<file path="src/rtl/temp_averager_pkg.sv">
// Shared definitions for the temperature averager: state encoding,
// ADC word width and the code-per-degree scale of the sensor path.
package temp_averager_pkg;

    localparam int ADC_W         = 12;
    localparam int TEMP_SCALE    = 68;
    localparam int LIMIT_CELSIUS = 40;
    localparam int DEFAULT_LIMIT = LIMIT_CELSIUS * TEMP_SCALE;

    typedef enum logic [1:0] {
        ST_IDLE   = 2'd0,
        ST_ACCUM  = 2'd1,
        ST_UPDATE = 2'd2
    } state_e;

endpackage

</file>
<file path="src/rtl/temp_averager_if.sv">
// Sample stream in, averaged temperature and status out.
// master = material system / ADC side, slave = averager.
interface temp_averager_if;
    import temp_averager_pkg::*;

    logic             enable;
    logic             adcValid;
    logic [ADC_W-1:0] adcData;
    logic [ADC_W-1:0] digitalTemp;
    logic             ready;
    logic             timeoutErr;
    logic             overTemp;

    modport master (
        output enable, adcValid, adcData,
        input  digitalTemp, ready, timeoutErr, overTemp
    );

    modport slave (
        input  enable, adcValid, adcData,
        output digitalTemp, ready, timeoutErr, overTemp
    );

endinterface

</file>
<file path="src/rtl/temp_averager_stall_timer.sv">
// Counts cycles without a sample; tc fires on the cycle whose edge would
// bring the count to TIMEOUT, and the counter restarts from zero there.
module stall_timer
    import temp_averager_pkg::*;
#(
    parameter int TIMEOUT = 50
) (
    input  logic ACLK,
    input  logic ARESETN,
    input  logic clear,
    input  logic cnt_en,
    output logic tc
);

    localparam int CW = $clog2(TIMEOUT + 1);

    logic [CW-1:0] count_q, count_d;

    assign tc = cnt_en && !clear && (count_q == CW'(TIMEOUT - 1));

    always_comb begin
        count_d = count_q;
        if (clear || tc) begin
            count_d = '0;
        end else if (cnt_en) begin
            count_d = count_q + 1'b1;
        end
    end

    always_ff @(posedge ACLK or negedge ARESETN) begin
        if (!ARESETN) begin
            count_q <= '0;
        end else begin
            count_q <= count_d;
        end
    end

endmodule

</file>
<file path="src/rtl/temp_averager.sv">
// Averages blocks of 2^NUM_LOG2 ADC temperature samples, flags over-temperature
// and reports a sticky error when the sample stream stalls.
module temp_averager
    import temp_averager_pkg::*;
#(
    parameter int NUM_LOG2   = 3,
    parameter int TIMEOUT    = 50,
    parameter int TEMP_LIMIT = DEFAULT_LIMIT
) (
    input  logic            ACLK,
    input  logic            ARESETN,
    temp_averager_if.slave  bus
);

    localparam int                 ACC_W      = ADC_W + NUM_LOG2;
    localparam logic [ADC_W:0]     LIMIT_CODE = (ADC_W + 1)'(TEMP_LIMIT);

    state_e                state_q, state_d;
    logic [ACC_W-1:0]      acc_q, acc_d;
    logic [NUM_LOG2-1:0]   cnt_q, cnt_d;
    logic [ADC_W-1:0]      temp_q, temp_d;
    logic                  ready_q, ready_d;
    logic                  err_q, err_d;
    logic                  over_q, over_d;

    logic                  timer_clear;
    logic                  timer_en;
    logic                  timer_tc;
    logic [ACC_W-1:0]      acc_sum;
    logic [ADC_W-1:0]      avg;

    assign acc_sum = acc_q + ACC_W'(bus.adcData);
    assign avg     = ADC_W'(acc_q >> NUM_LOG2);

    // Outside ACCUM the timer is held clear, so every entry to ACCUM starts at zero.
    assign timer_clear = (state_q != ST_ACCUM) || bus.adcValid;
    assign timer_en    = (state_q == ST_ACCUM) && bus.enable;

    stall_timer #(
        .TIMEOUT (TIMEOUT)
    ) u_stall_timer (
        .ACLK    (ACLK),
        .ARESETN (ARESETN),
        .clear   (timer_clear),
        .cnt_en  (timer_en),
        .tc      (timer_tc)
    );

    always_comb begin
        state_d = state_q;
        acc_d   = acc_q;
        cnt_d   = cnt_q;
        temp_d  = temp_q;
        ready_d = ready_q;
        err_d   = err_q;
        over_d  = over_q;

        case (state_q)
            ST_IDLE: begin
                acc_d = '0;
                cnt_d = '0;
                if (bus.enable) begin
                    state_d = ST_ACCUM;
                end
            end

            ST_ACCUM: begin
                // Dropping enable outranks a coincident sample and any timeout.
                if (!bus.enable) begin
                    state_d = ST_IDLE;
                    acc_d   = '0;
                    cnt_d   = '0;
                end else if (bus.adcValid) begin
                    acc_d = acc_sum;
                    cnt_d = cnt_q + 1'b1;
                    if (cnt_q == '1) begin
                        state_d = ST_UPDATE;
                    end
                end else if (timer_tc) begin
                    err_d   = 1'b1;
                    ready_d = 1'b0;
                    acc_d   = '0;
                    cnt_d   = '0;
                end
            end

            ST_UPDATE: begin
                temp_d  = avg;
                ready_d = 1'b1;
                err_d   = 1'b0;
                over_d  = ({1'b0, avg} >= LIMIT_CODE);
                acc_d   = '0;
                cnt_d   = '0;
                state_d = bus.enable ? ST_ACCUM : ST_IDLE;
            end

            default: begin
                state_d = ST_IDLE;
                acc_d   = '0;
                cnt_d   = '0;
            end
        endcase
    end

    always_ff @(posedge ACLK or negedge ARESETN) begin
        if (!ARESETN) begin
            state_q <= ST_IDLE;
            acc_q   <= '0;
            cnt_q   <= '0;
            temp_q  <= '0;
            ready_q <= 1'b0;
            err_q   <= 1'b0;
            over_q  <= 1'b0;
        end else begin
            state_q <= state_d;
            acc_q   <= acc_d;
            cnt_q   <= cnt_d;
            temp_q  <= temp_d;
            ready_q <= ready_d;
            err_q   <= err_d;
            over_q  <= over_d;
        end
    end

    assign bus.digitalTemp = temp_q;
    assign bus.ready       = ready_q;
    assign bus.timeoutErr  = err_q;
    assign bus.overTemp    = over_q;

endmodule

</file>
<file path="src/flat_wrapper.sv">
// flat-port wrapper written by rule: the top's interface ports become plain ports
module temp_averager_flat import temp_averager_pkg::*;
#(
    parameter int NUM_LOG2   = 3,
    parameter int TIMEOUT    = 50,
    parameter int TEMP_LIMIT = DEFAULT_LIMIT
)
  (ACLK, ARESETN, bus_enable, bus_adcValid, bus_adcData, bus_digitalTemp, bus_ready, bus_timeoutErr, bus_overTemp);
  temp_averager_if bus_i ();
  input  logic ACLK;
  input  logic ARESETN;
  input wire logic [$bits(bus_i.enable)-1:0] bus_enable;
  input wire logic [$bits(bus_i.adcValid)-1:0] bus_adcValid;
  input wire logic [$bits(bus_i.adcData)-1:0] bus_adcData;
  output wire logic [$bits(bus_i.digitalTemp)-1:0] bus_digitalTemp;
  output wire logic [$bits(bus_i.ready)-1:0] bus_ready;
  output wire logic [$bits(bus_i.timeoutErr)-1:0] bus_timeoutErr;
  output wire logic [$bits(bus_i.overTemp)-1:0] bus_overTemp;
  assign bus_i.enable = bus_enable;
  assign bus_i.adcValid = bus_adcValid;
  assign bus_i.adcData = bus_adcData;
  assign bus_digitalTemp = bus_i.digitalTemp;
  assign bus_ready = bus_i.ready;
  assign bus_timeoutErr = bus_i.timeoutErr;
  assign bus_overTemp = bus_i.overTemp;
  temp_averager #(.NUM_LOG2(NUM_LOG2), .TIMEOUT(TIMEOUT), .TEMP_LIMIT(TEMP_LIMIT)) u_core (.ACLK(ACLK), .ARESETN(ARESETN), .bus(bus_i));
endmodule
</file>
<file path="config.mk">
export PLATFORM = sky130hd
export DESIGN_NAME = temp_averager_flat
export DESIGN_NICKNAME = d
export VERILOG_FILES = /design/src/rtl/temp_averager_pkg.sv /design/src/rtl/temp_averager_if.sv /design/src/rtl/temp_averager_stall_timer.sv /design/src/rtl/temp_averager.sv /design/src/flat_wrapper.sv
export SDC_FILE = /design/constraint.sdc
export NUM_CORES = 1
export LEC_CHECK = 0
export ABC_CLOCK_PERIOD_IN_PS = 5080
export BUFFER_PORTS_ARGS = -buffer_cell sky130_fd_sc_hd__buf_2
export CAP_MARGIN = 30
export CORE_MARGIN = 5
export CORE_UTILIZATION = 55
export CTS_CLUSTER_SIZE = 8
export DETAILED_ROUTE_END_ITERATION = 10
export PLACE_DENSITY = 0.76
export SKIP_CTS_REPAIR_TIMING = 1
export SYNTH_ARGS = -nofsm -noshare
export SYNTH_HDL_FRONTEND = slang
export SYNTH_SLANG_ARGS = --single-unit
</file>
<file path="constraint.sdc">
create_clock -name ACLK -period 5.08 [get_ports ACLK]
set_input_delay 0.508 -clock ACLK [delete_from_list [all_inputs] [get_ports ACLK]]
set_output_delay 0.508 -clock ACLK [all_outputs]
set_load 0.01 [all_outputs]
</file>
## Yosys cells after proc, flatten, opt, wreduce, memory -nomap -nowiden

Index checks and enable logic that the tools add are counted.

| storage, ports and cells | value |
|---|---|
| input port bits | 16 |
| logic and storage cells | 59 |
| output and inout bits | 15 |
| flip-flop bits (word level) | 41 |

| operators by class | value |
|---|---|
| $add $sub $neg | 3 |
| multiplexer cells | 24 |
| equality and inequality tests | 12 |
| reductions and logical operators | 11 |
| $lt $le $gt $ge | 1 |

Operators by type and width:

| operator | number |
|---|---|
| 2-to-1 mux 15 bit | 4 |
| adder 15 x 12 -> 15 bit | 1 |
| greater-or-equal comparator 12 bit, second input constant | 1 |
| 2-to-1 mux 3 bit | 4 |
| 2-to-1 mux 6 bit | 2 |
| 2-to-1 mux 2 bit | 4 |
| != test 2 bit, second input constant | 4 |
| 2-to-1 mux 1 bit | 7 |
| adder 6 x 1 -> 6 bit, second input constant | 1 |
| == test 6 bit, second input constant | 1 |
| != test 3 bit, second input constant | 2 |
| one-hot mux 2 bit (3 select lines) | 1 |
| != test 4 bit, second input constant | 1 |
| one-hot mux 1 bit (2 select lines) | 2 |
| AND reduction 4 bit | 1 |
| nonzero test 2 bit | 2 |
| adder 3 x 1 -> 3 bit, second input constant | 1 |
| == test 3 bit, second input constant | 1 |
| logical AND 1 bit | 3 |
| AND reduction 3 bit | 1 |
| == test 2 x 1 -> 1 bit, second input constant | 1 |
| == test 2 bit, second input constant | 1 |
| logical NOT 2 bit | 1 |
| logical OR 1 bit | 2 |
| other kinds (2) | 2 |

## Logic depth before layout (Yosys ltp)

Gate-level depths: netlist of the first run.

| logic depth | value |
|---|---|
| word-level depth | 9 |
| gate-level depth with buffers | 8 |
| mapped depth without buffers | 8 |

## By module

A second synthesis of the first run with hierarchy kept.

| second synthesis, totals | value |
|---|---|
| cells, all modules | 216 |
| area, all modules | 2327.2 µm² |

By module, submodules not included:

| module | instances | sequential area each (µm²) | cells each | area each (µm²) |
|---|---|---|---|---|
| temp_averager | 1 | 875.8 | 177 | 1933.1 |
| stall_timer | 1 | 150.1 | 39 | 394.1 |

## Least setup slack after synthesis of the first run

Ideal clock, no wire load.

| path | value |
|---|---|
| path kind | input port to flip-flop |
| start point | input port bus_adcData[0] |
| end point | register u_core.acc_q[14] |
| arrival time | 1983 ps |
| setup slack | 2971 ps |
| stages | 8 |
| buffers on the path | 0 |
| setup time | 126 ps |
| required time | 4954 ps |
| cells stage by stage | ha_1 fa_1 a211oi_2 o21ai_1 nand2_1 o221ai_2 a32oi_1 o21ai_1 |

| on the way | value |
|---|---|
| longest elaborated chain between the ends | 4 |

RTL lines:

| what | line | RTL |
|---|---|---|
| from (decl) | flat_wrapper.sv:14 | `input wire logic [$bits(bus_i.adcData)-1:0] bus_adcData;` |
| adder 15 x 12 -> 15 bit | temp_averager.sv:32 | `assign acc_sum = acc_q + ACC_W'(bus.adcData);` |
| 2-to-1 mux 15 bit | temp_averager.sv:73 | `end else if (bus.adcValid) begin` |
| 2-to-1 mux 15 bit | temp_averager.sv:69 | `if (!bus.enable) begin` |
| 2-to-1 mux 15 bit | temp_averager.sv:58 | `case (state_q)` |
| to (signal assigned) | temp_averager.sv:108 | `acc_q <= '0;` |
| to (signal assigned) | temp_averager.sv:116 | `acc_q <= acc_d;` |
| to (decl) | temp_averager.sv:19 | `logic [ACC_W-1:0] acc_q, acc_d;` |

No other way between the ends.
A chain may end at the register's enable or synchronous reset.

## Final worst setup path of the first run

| path | value |
|---|---|
| start point | register u_core.acc_q[0] |
| end point | register u_core.acc_q[14] |

| on the way | value |
|---|---|
| longest elaborated chain between the ends | 4 |

RTL lines:

| what | line |
|---|---|
| adder 15 x 12 -> 15 bit | temp_averager.sv:32 |
| 2-to-1 mux 15 bit | temp_averager.sv:73 |
| 2-to-1 mux 15 bit | temp_averager.sv:69 |
| 2-to-1 mux 15 bit | temp_averager.sv:58 |

No other way between the ends.

==> reports/metrics.json, run 1 <==
{
  "outcome": "finished, final reports clean",
  "vias_per_cell": 5.63,
  "power.ir.vdd_worst_uv": 125,
  "first_pass_iters": 4,
  "clock_tree.buffer_depth": 2,
  "layout_common_cells": "sky130_fd_sc_hd__dfrtp_1, sky130_fd_sc_hd__buf_2, sky130_fd_sc_hd__nand2_1",
  "drive_gt1_share_pct": 23.1,
  "grt_pass1_wl_um": 7390,
  "synthesized_netlist_cell_count": 212,
  "internal-power_uw": 460,
  "first_global_vias": 1672,
  "yosys.area.top_type_share_pct": 45.7,
  "ys_seq_elements": 41,
  "critical_path_peak_fanout": 4,
  "post-dp-hpwl_um": 3100,
  "cts.root.buffer_cell": "sky130_fd_sc_hd__clkbuf_8",
  "tritoncts": "built",
  "report.final.slew_viol_count": 0,
  "synth.yosys.seq_area_share_pct": 45.7,
  "clock_sink_count": 41,
  "die_width_um": 73.9,
  "areaGrowthSynthToFinish_pct": 11.4,
  "power.share.combinational_pct": 13.1,
  "yosys_warnings": 0,
  "grt_antenna_before_repair": 0,
  "multi_input_area_mm2": 0.00116,
  "boundaryPins": 31,
  "setup.worst_path.start_class": "flop",
  "reg_to_reg_endpoint": "u_core.acc_q[14]",
  "drt-initial-drc-count": 106,
  "rel_slew_slack_pct": 41.4,
  "kind_of_path_behind_the_tightest_hold_check": "in2async",
  "wire_per_inst_um": 14.7,
  "synthDominantAreaCellType": "sky130_fd_sc_hd__dfrtp_1",
  "worst-path-stages": 8,
  "seq_power_share_pct": 55.7,
  "grt_setup_unrepaired": "no",
  "max_cap_viols": 0,
  "worstSkewPairLatency_ps": 290,
  "grt_start_max_net_pins": 42,
  "worst_clock_skew_ps": 7.26,
  "nNetsFinal": 276,
  "power.density_cell_area_mw_per_mm2": 249,
  "global_route.overflow_total": 0,
  "initial_core_util_pct": 56.5,
  "final_min_period_over_clock_period_pct": 42.4,
  "synth_area_per_cell_um2": 10.6,
  "gpl_wtd_cong": 0.811,
  "critical_path_class": "reg2reg",
  "netSwitchingPower_uw": 162,
  "tightestPinTransition_ps": 879,
  "critical_path.max_stage_delay_ps": 440,
  "timing.hold.ws_ps": 333,
  "clk_transition_reported_paths_ps": 80,
  "port_buffers": 30,
  "critical_path.reg2reg.startpoint": "u_core.acc_q[0]",
  "worst-endpoint-arrival_ps": 2320,
  "yosys.cell_types.count": 45,
  "rows": 23,
  "timing.critical_path.cells": "ha_1 -> fa_1 -> a211oi_2 -> o21ai_1 -> nand2_1 -> o221ai_2 -> a32oi_1 -> o21ai_1",
  "highest_delay_cell_along_the_critical_path": "sky130_fd_sc_hd__fa_1",
  "drt-total-wl_um": 4280,
  "cts_max_level": 2,
  "design.die.area_mm2": 0.00546,
  "cp_most_frequent_cell": "sky130_fd_sc_hd__o21ai_1",
  "final_period_minus_worst_setup_slack_ps": 2150,
  "setup_total_negative_slack_ps": 0,
  "num_vias": 1645,
  "mostFrequentLayoutCell": "sky130_fd_sc_hd__dfrtp_1",
  "die_h_um": 73.9,
  "design.core.area_mm2": 0.00397,
  "rr_worst_depth": 8,
  "share_clk_of_total_power_pct": 31.2,
  "syn_area_mm2": 0.00224,
  "fillCellCount": 347,
  "total_leakage_power_uw": 0.00126,
  "timing.fmax_ghz": 0.465,
  "setup_violations": 0,
  "yosys-top-cells-area": "sky130_fd_sc_hd__dfrtp_1, sky130_fd_sc_hd__ha_1, sky130_fd_sc_hd__mux2_2, sky130_fd_sc_hd__nand2_1, sky130_fd_sc_hd__o21ai_1",
  "number_of_buffers_and_inverters_on_the_critical_path": 0,
  "num_antenna_cells": 0,
  "seqCellArea_mm2": 0.00103,
  "route.detailed.drc": 0,
  "final-hold-violation-count": 0,
  "syn-num-nets": 245,
  "rrSetupSlack_ps": 2930,
  "crit_family": "compound AO/OA/AOI/OAI gates",
  "swShare_pct": 26.0,
  "worstSetupEndpointType": "flop",
  "cts_made_buffers": 5,
  "required_time_reported_for_the_critical_path_endpoint_ps": 5250,
  "track_usage_pct": 17.6,
  "antenna_left": 0
}
==> synth_stat cells <==
cell type and count:
sky130_fd_sc_hd__o22ai_1 2, sky130_fd_sc_hd__nand3_1 5, sky130_fd_sc_hd__clkbuf_1 2, sky130_fd_sc_hd__xnor2_1 7, sky130_fd_sc_hd__o221ai_2 1, sky130_fd_sc_hd__buf_4 1
sky130_fd_sc_hd__and2_1 1, sky130_fd_sc_hd__a211oi_1 2, sky130_fd_sc_hd__xor2_1 5, sky130_fd_sc_hd__a22o_1 4, sky130_fd_sc_hd__buf_2 3, sky130_fd_sc_hd__o21ai_0 6
sky130_fd_sc_hd__nand2_1 24, sky130_fd_sc_hd__fa_1 1, sky130_fd_sc_hd__a31oi_1 1, sky130_fd_sc_hd__a211oi_2 1, sky130_fd_sc_hd__inv_1 6, sky130_fd_sc_hd__a21boi_0 2
sky130_fd_sc_hd__nor2b_1 3, sky130_fd_sc_hd__o21ai_2 2, sky130_fd_sc_hd__a21o_2 1, sky130_fd_sc_hd__o31ai_1 1, sky130_fd_sc_hd__o21ai_1 13, sky130_fd_sc_hd__and3_1 2
sky130_fd_sc_hd__or2_2 1, sky130_fd_sc_hd__nor2_1 11, sky130_fd_sc_hd__a21o_1 6, sky130_fd_sc_hd__dfrtp_1 41, sky130_fd_sc_hd__o21bai_1 2, sky130_fd_sc_hd__a2111oi_0 1
sky130_fd_sc_hd__nand4b_1 1, sky130_fd_sc_hd__o21a_1 3, sky130_fd_sc_hd__nor3b_2 1, sky130_fd_sc_hd__and4b_1 1, sky130_fd_sc_hd__or2_0 1, sky130_fd_sc_hd__nand2b_1 3
sky130_fd_sc_hd__o22ai_4 1, sky130_fd_sc_hd__a21oi_1 8, sky130_fd_sc_hd__mux2i_1 1, sky130_fd_sc_hd__a32oi_1 1, sky130_fd_sc_hd__ha_1 16, sky130_fd_sc_hd__a32o_1 1
sky130_fd_sc_hd__o211ai_1 2, sky130_fd_sc_hd__mux2_2 12, sky130_fd_sc_hd__nand4_1 2
==> kinds of logic (layout without fill, tap and decap cells) <==
| logic type | after synthesis | after routing | synth area share [%] |
|---|---|---|---|
| muxes | 13 | 13 | 6.47 |
| and+or+nand+nor | 56 | 56 | 12.0 |
| DFF | 41 | 41 | 45.7 |
| AOI/OAI and AO/OA | 61 | 61 | 19.0 |
| adders and majority gates | 17 | 17 | 9.82 |
| xor gates and xnor gates | 12 | 12 | 4.68 |
| buffers and inverters | 12 | 42 | 2.34 |
==> state kept, by name (all words and copies together) (netlist names) <==
register                      cells
u_core.acc_q                     15
u_core.bus.digitalTemp           12
u_core.bus.overTemp               1
u_core.bus.ready                  1
u_core.bus.timeoutErr             1
u_core.cnt_q                      3
u_core.state_q                    2
u_core.u_stall_timer.count_q      6
==> power groups by stage <==
| stage | logic, µW | clock network (µW) | registers [µW] |
|---|---|---|---|
| finish | 81.5 | 194 | 346 |
| global route | 92.0 | 213 | 348 |
| CTS | 82.3 | 201 | 346 |
| detailed placement | 81.5 | 0 | 352 |
| global placement | 79.6 | 0 | 352 |
| floorplan | 58.1 | 0 | 349 |
==> through the flow <==
stage	area (µm²)	power, µW	utilization (%)	instances	setup WS (ps)
after floorplan	2240	407	-	212	2970
after global placement	2430	432	61.1	286	2750
after detailed placement	2430	434	61.1	286	2730
after CTS	2500	630	62.9	292	2960
after global routing	2500	652	62.9	292	2790
final	2500	622	62.9	292	2930
==> final cells by class <==
class,count,area share (%)
well taps,50,2.50
inverters,6,0.901
clock buffers,5,2.75
repair buffers,30,6.01
clock inverters,1,0.200
flip-flops and latches,41,41.0
multi-input cells,159,46.6
==> layer usage <==
layer	global-route usage (%)	wire length [µm]	up-vias
met4	5.63	48	0
met3	3.83	176	6
met1	22.6	2000	787
met2	29.2	2060	30
met5	0	0	-
li1	-	-	822
==> worst max-delay path by stage <==
| stage | startpoint | endpoint | slack (ps) |
|---|---|---|---|
| after floorplan | bus_adcData[0] | u_core.acc_q[14] | 2970 |
| after global placement | bus_adcData[0] | u_core.acc_q[14] | 2750 |
| after detailed placement | bus_adcData[0] | u_core.acc_q[14] | 2730 |
| after CTS | u_core.acc_q[0] | u_core.acc_q[14] | 2960 |
| after global routing | u_core.acc_q[0] | u_core.acc_q[14] | 2790 |
| final | u_core.acc_q[0] | u_core.acc_q[14] | 2930 |
Note: power is estimated with default switching activity, not from simulation.
==> inputs of run 2 (changes only) <==
--- a/config.mk
+++ b/config.mk
@@ -5,14 +5,14 @@
 export SDC_FILE = /design/constraint.sdc
 export NUM_CORES = 1
 export LEC_CHECK = 0
-export ABC_CLOCK_PERIOD_IN_PS = 5080
+export ABC_CLOCK_PERIOD_IN_PS = 1870
 export BUFFER_PORTS_ARGS = -buffer_cell sky130_fd_sc_hd__buf_2
 export CAP_MARGIN = 30
 export CORE_MARGIN = 5
-export CORE_UTILIZATION = 55
+export CORE_UTILIZATION = 51
 export CTS_CLUSTER_SIZE = 8
 export DETAILED_ROUTE_END_ITERATION = 10
-export PLACE_DENSITY = 0.76
+export PLACE_DENSITY = 0.74
 export SKIP_CTS_REPAIR_TIMING = 1
 export SYNTH_ARGS = -nofsm -noshare
 export SYNTH_HDL_FRONTEND = slang
==> constraint.sdc (replaced) <==
create_clock -name ACLK -period 1.87 [get_ports ACLK]
set_input_delay 0.187 -clock ACLK [delete_from_list [all_inputs] [get_ports ACLK]]
set_output_delay 0.187 -clock ACLK [all_outputs]
set_load 0.01 [all_outputs]
==> run 2 against run 1 <==
Against the previous run:
- the run now ends with negative setup slack left
- first-iteration DRC count shrank 22%
- sequential power grew to 2.7 times the previous value
- maximum frequency rose by 10%
- clock-buffer cell count did not move
- clock power rose to 3.6 times the previous value
- combinational power grew to 3.2 times the previous value
- non-clock buffer count up 18
- die area rose by 6.8%
- register-to-register slack worse by 3000 ps
- wire length rose by 12%
- global-route usage shrank 0.13 points
==> reports/metrics.json, run 2 (synthesized netlist as in run 1, its figures left out) <==
{
  "outcome": "complete, but fails checks",
  "violations": "negative setup slack",
  "design.core.area": {"value": 0.00432, "unit": "mm²", "change": "+8.9%"},
  "final-hold-violation-count": {"value": 0, "change": "unchanged"},
  "rrSetupSlack": {"value": -80, "unit": "ps", "change": "-3010 ps"},
  "tightestPinTransition": {"value": 525, "unit": "ps", "change": "-354 ps"},
  "drt-initial-drc-count": {"value": 83, "change": "-22%"},
  "hold_path_end": "u_core.state_q[0]",
  "layout_common_cells": "sky130_fd_sc_hd__dfrtp_1, sky130_fd_sc_hd__buf_2, sky130_fd_sc_hd__nand2_1",
  "wire_per_inst": {"value": 15.3, "unit": "µm", "change": "+4.3%"},
  "boundaryPins": {"value": 31, "change": "unchanged"},
  "cts_made_buffers": {"value": 5, "change": "unchanged"},
  "setup.worst_path.start_class": "flop",
  "route.detailed.drc": {"value": 0, "change": "unchanged"},
  "power.density_cell_area": {"value": 701, "unit": "mW/mm²", "change": "+180%"},
  "grt_pass1_wl": {"value": 8340, "unit": "µm", "change": "+13%"},
  "grt_setup_unrepaired": "yes",
  "first_global_vias": {"value": 1790, "change": "+7.1%"},
  "port_buffers": {"value": 30, "change": "unchanged"},
  "nNetsFinal": {"value": 294, "change": "+6.5%"},
  "design.die.area": {"value": 0.00583, "unit": "mm²", "change": "+6.8%"},
  "final_min_period_over_clock_period": {"value": 104, "unit": "%", "change": "+62 points"},
  "vias_per_cell": {"value": 5.57, "change": "-1.1%"},
  "totalPowerFinal": {"value": 1900, "unit": "µW", "change": "+210%"},
  "critical_path.reg2reg.startpoint": "u_core.acc_q[0]",
  "critical_path_peak_fanout": {"value": 4, "change": "unchanged"},
  "die_h": {"value": 76.3, "unit": "µm", "change": "+3.3%"},
  "first_pass_iters": {"value": 4, "change": "unchanged"},
  "kind_of_path_behind_the_tightest_hold_check": "in2reg",
  "areaGrowthSynthToFinish_pct": 21.1,
  "worst_slack": {"value": -79.7, "unit": "ps", "change": "-3010 ps"},
  "clock_sink_count": {"value": 41, "change": "unchanged"},
  "timing.hold.ws": {"value": 191, "unit": "ps", "change": "-143 ps"},
  "drive_gt1_share": {"value": 32.2, "unit": "%", "change": "+9.0 points"},
  "max_cap_viols": {"value": 0, "change": "unchanged"},
  "rr_worst_depth": {"value": 8, "change": "unchanged"},
  "cts_max_level": {"value": 2, "change": "unchanged"},
  "rel_slew_slack": {"value": 65.0, "unit": "%", "change": "+24 points"},
  "drt-total-wl": {"value": 4790, "unit": "µm", "change": "+12%"},
  "total_leakage_power": {"value": 0.00136, "unit": "µW", "change": "+8.2%"},
  "reg_to_reg_endpoint": "u_core.acc_q[14]",
  "mostFrequentLayoutCell": "sky130_fd_sc_hd__dfrtp_1",
  "timing.fmax": {"value": 0.513, "unit": "GHz", "change": "+10%"},
  "required_time_reported_for_the_critical_path_endpoint": {"value": 2050, "unit": "ps", "change": "-3200 ps"},
  "post-dp-hpwl": {"value": 3360, "unit": "µm", "change": "+8.4%"},
  "grt_antenna_before_repair": {"value": 0, "change": "unchanged"},
  "grt_start_max_net_pins": {"value": 42, "change": "unchanged"},
  "final_period_minus_worst_setup_slack": {"value": 1950, "unit": "ps", "change": "-202 ps"},
  "worstSetupEndpointType": "flop",
  "global_route.overflow_total": {"value": 0, "change": "unchanged"},
  "antenna_left": {"value": 0, "change": "unchanged"},
  "die_width": {"value": 76.3, "unit": "µm", "change": "+3.3%"},
  "fillCellCount": {"value": 392, "change": "+13%"},
  "num_antenna_cells": {"value": 0, "change": "unchanged"},
  "util_after_layout": {"value": 62.8, "unit": "%", "change": "-0.13 points"},
  "largest_register_ffs": {"value": 15, "change": "unchanged"},
  "initial_core_util": {"value": 51.9, "unit": "%", "change": "-4.6 points"},
  "regMostFlops": "u_core.acc_q",
  "worstHoldStart": "bus_enable",
  "worst_clock_skew": {"value": 8.76, "unit": "ps", "change": "+1.50 ps"},
  "num_vias": {"value": 1744, "change": "+6.0%"},
  "tritoncts": "built",
  "power.ir.vdd_worst": {"value": 417, "unit": "µV", "change": "+230%"},
  "multi_input_area": {"value": 0.00121, "unit": "mm²", "change": "+3.9%"},
  "clock_tree.buffer_depth": {"value": 2, "change": "unchanged"},
  "rows": {"value": 24, "change": "+4.3%"},
  "gpl_wtd_cong": {"value": 0.810, "change": "-0.12%"},
  "worst-endpoint-arrival": {"value": 2130, "unit": "ps", "change": "-190 ps"},
  "setup_violations": {"value": 5, "change": "+5"},
  "track_usage": {"value": 17.4, "unit": "%", "change": "-0.13 points"},
  "critical_path_class": "reg2reg",
  "report.final.slew_viol_count": {"value": 0, "change": "unchanged"},
  "worstSkewPairLatency": {"value": 300, "unit": "ps", "change": "about the same"},
  "clk_transition_reported_paths": {"value": 80, "unit": "ps", "change": "about the same"},
  "seqCellArea": {"value": 0.00103, "unit": "mm²", "change": "+0.12%"},
  "holdPathStages": 2,
  "cts.root.buffer_cell": "sky130_fd_sc_hd__clkbuf_8"
}
[run 2: through the flow]
stage	cell area [µm²]	cells	setup slack (ps)	TNS, ps
after floorplan	2250	212	22.7	0
after global placement	2550	304	-24.3	-33.7
after detailed placement	2550	304	-98.5	-183
after CTS	2660	311	-115	-303
after global routing	2720	313	-183	-724
final	2720	313	-79.7	-216
[run 2: worst max path at each step]
| stage | to | slack, ps | depth (start not counted) | startpoint |
|---|---|---|---|---|
| 2_1_floorplan | u_core.acc_q[14] | 20 | 8 | u_core.acc_q[0] |
| 3_5_place_dp | u_core.acc_q[14] | -100 | 8 | u_core.acc_q[0] |
| 4_1_cts | u_core.acc_q[14] | -120 | 8 | u_core.acc_q[0] |
| 6_report | u_core.acc_q[14] | -80 | 8 | u_core.acc_q[0] |
| 3_3_place_gp | u_core.acc_q[14] | -20 | 8 | u_core.acc_q[0] |
| 5_1_grt | u_core.acc_q[14] | -180 | 8 | u_core.acc_q[0] |
[run 2: cell type report]
type,count,share of cell area [%]
multi-input combinational,159,44.5
tap,52,2.40
sequential,41,37.8
clock buffer,5,2.53
timing repair buffer,48,10.6
clock inverter,2,1.29
inverter,6,0.829
[run 2: power by group]
part           switching, µW  internal, µW  total (µW)
sequential              29.8           910         940
combinational            143           120         264
clock                    311           388         699
total                    484          1420        1900
[run 2: worst max-delay path: stages (launching register included)]
cell	delay, ps
sky130_fd_sc_hd__dfrtp_1	390
sky130_fd_sc_hd__ha_2	190
sky130_fd_sc_hd__fa_2	350
sky130_fd_sc_hd__a211oi_2	290
sky130_fd_sc_hd__o21ai_2	110
sky130_fd_sc_hd__nand2_2	90
sky130_fd_sc_hd__o221ai_2	120
sky130_fd_sc_hd__a32oi_1	210
sky130_fd_sc_hd__o21ai_1	90
[run 2: per-layer routing]
metal  GRT usage [%]  up-vias  share of wire, %
li1                -      855                 -
met1            23.1      852                46
met2            27.2       33                49
met3            5.56        4               3.8
met4            5.24        0               1.0
met5               0        -                 0
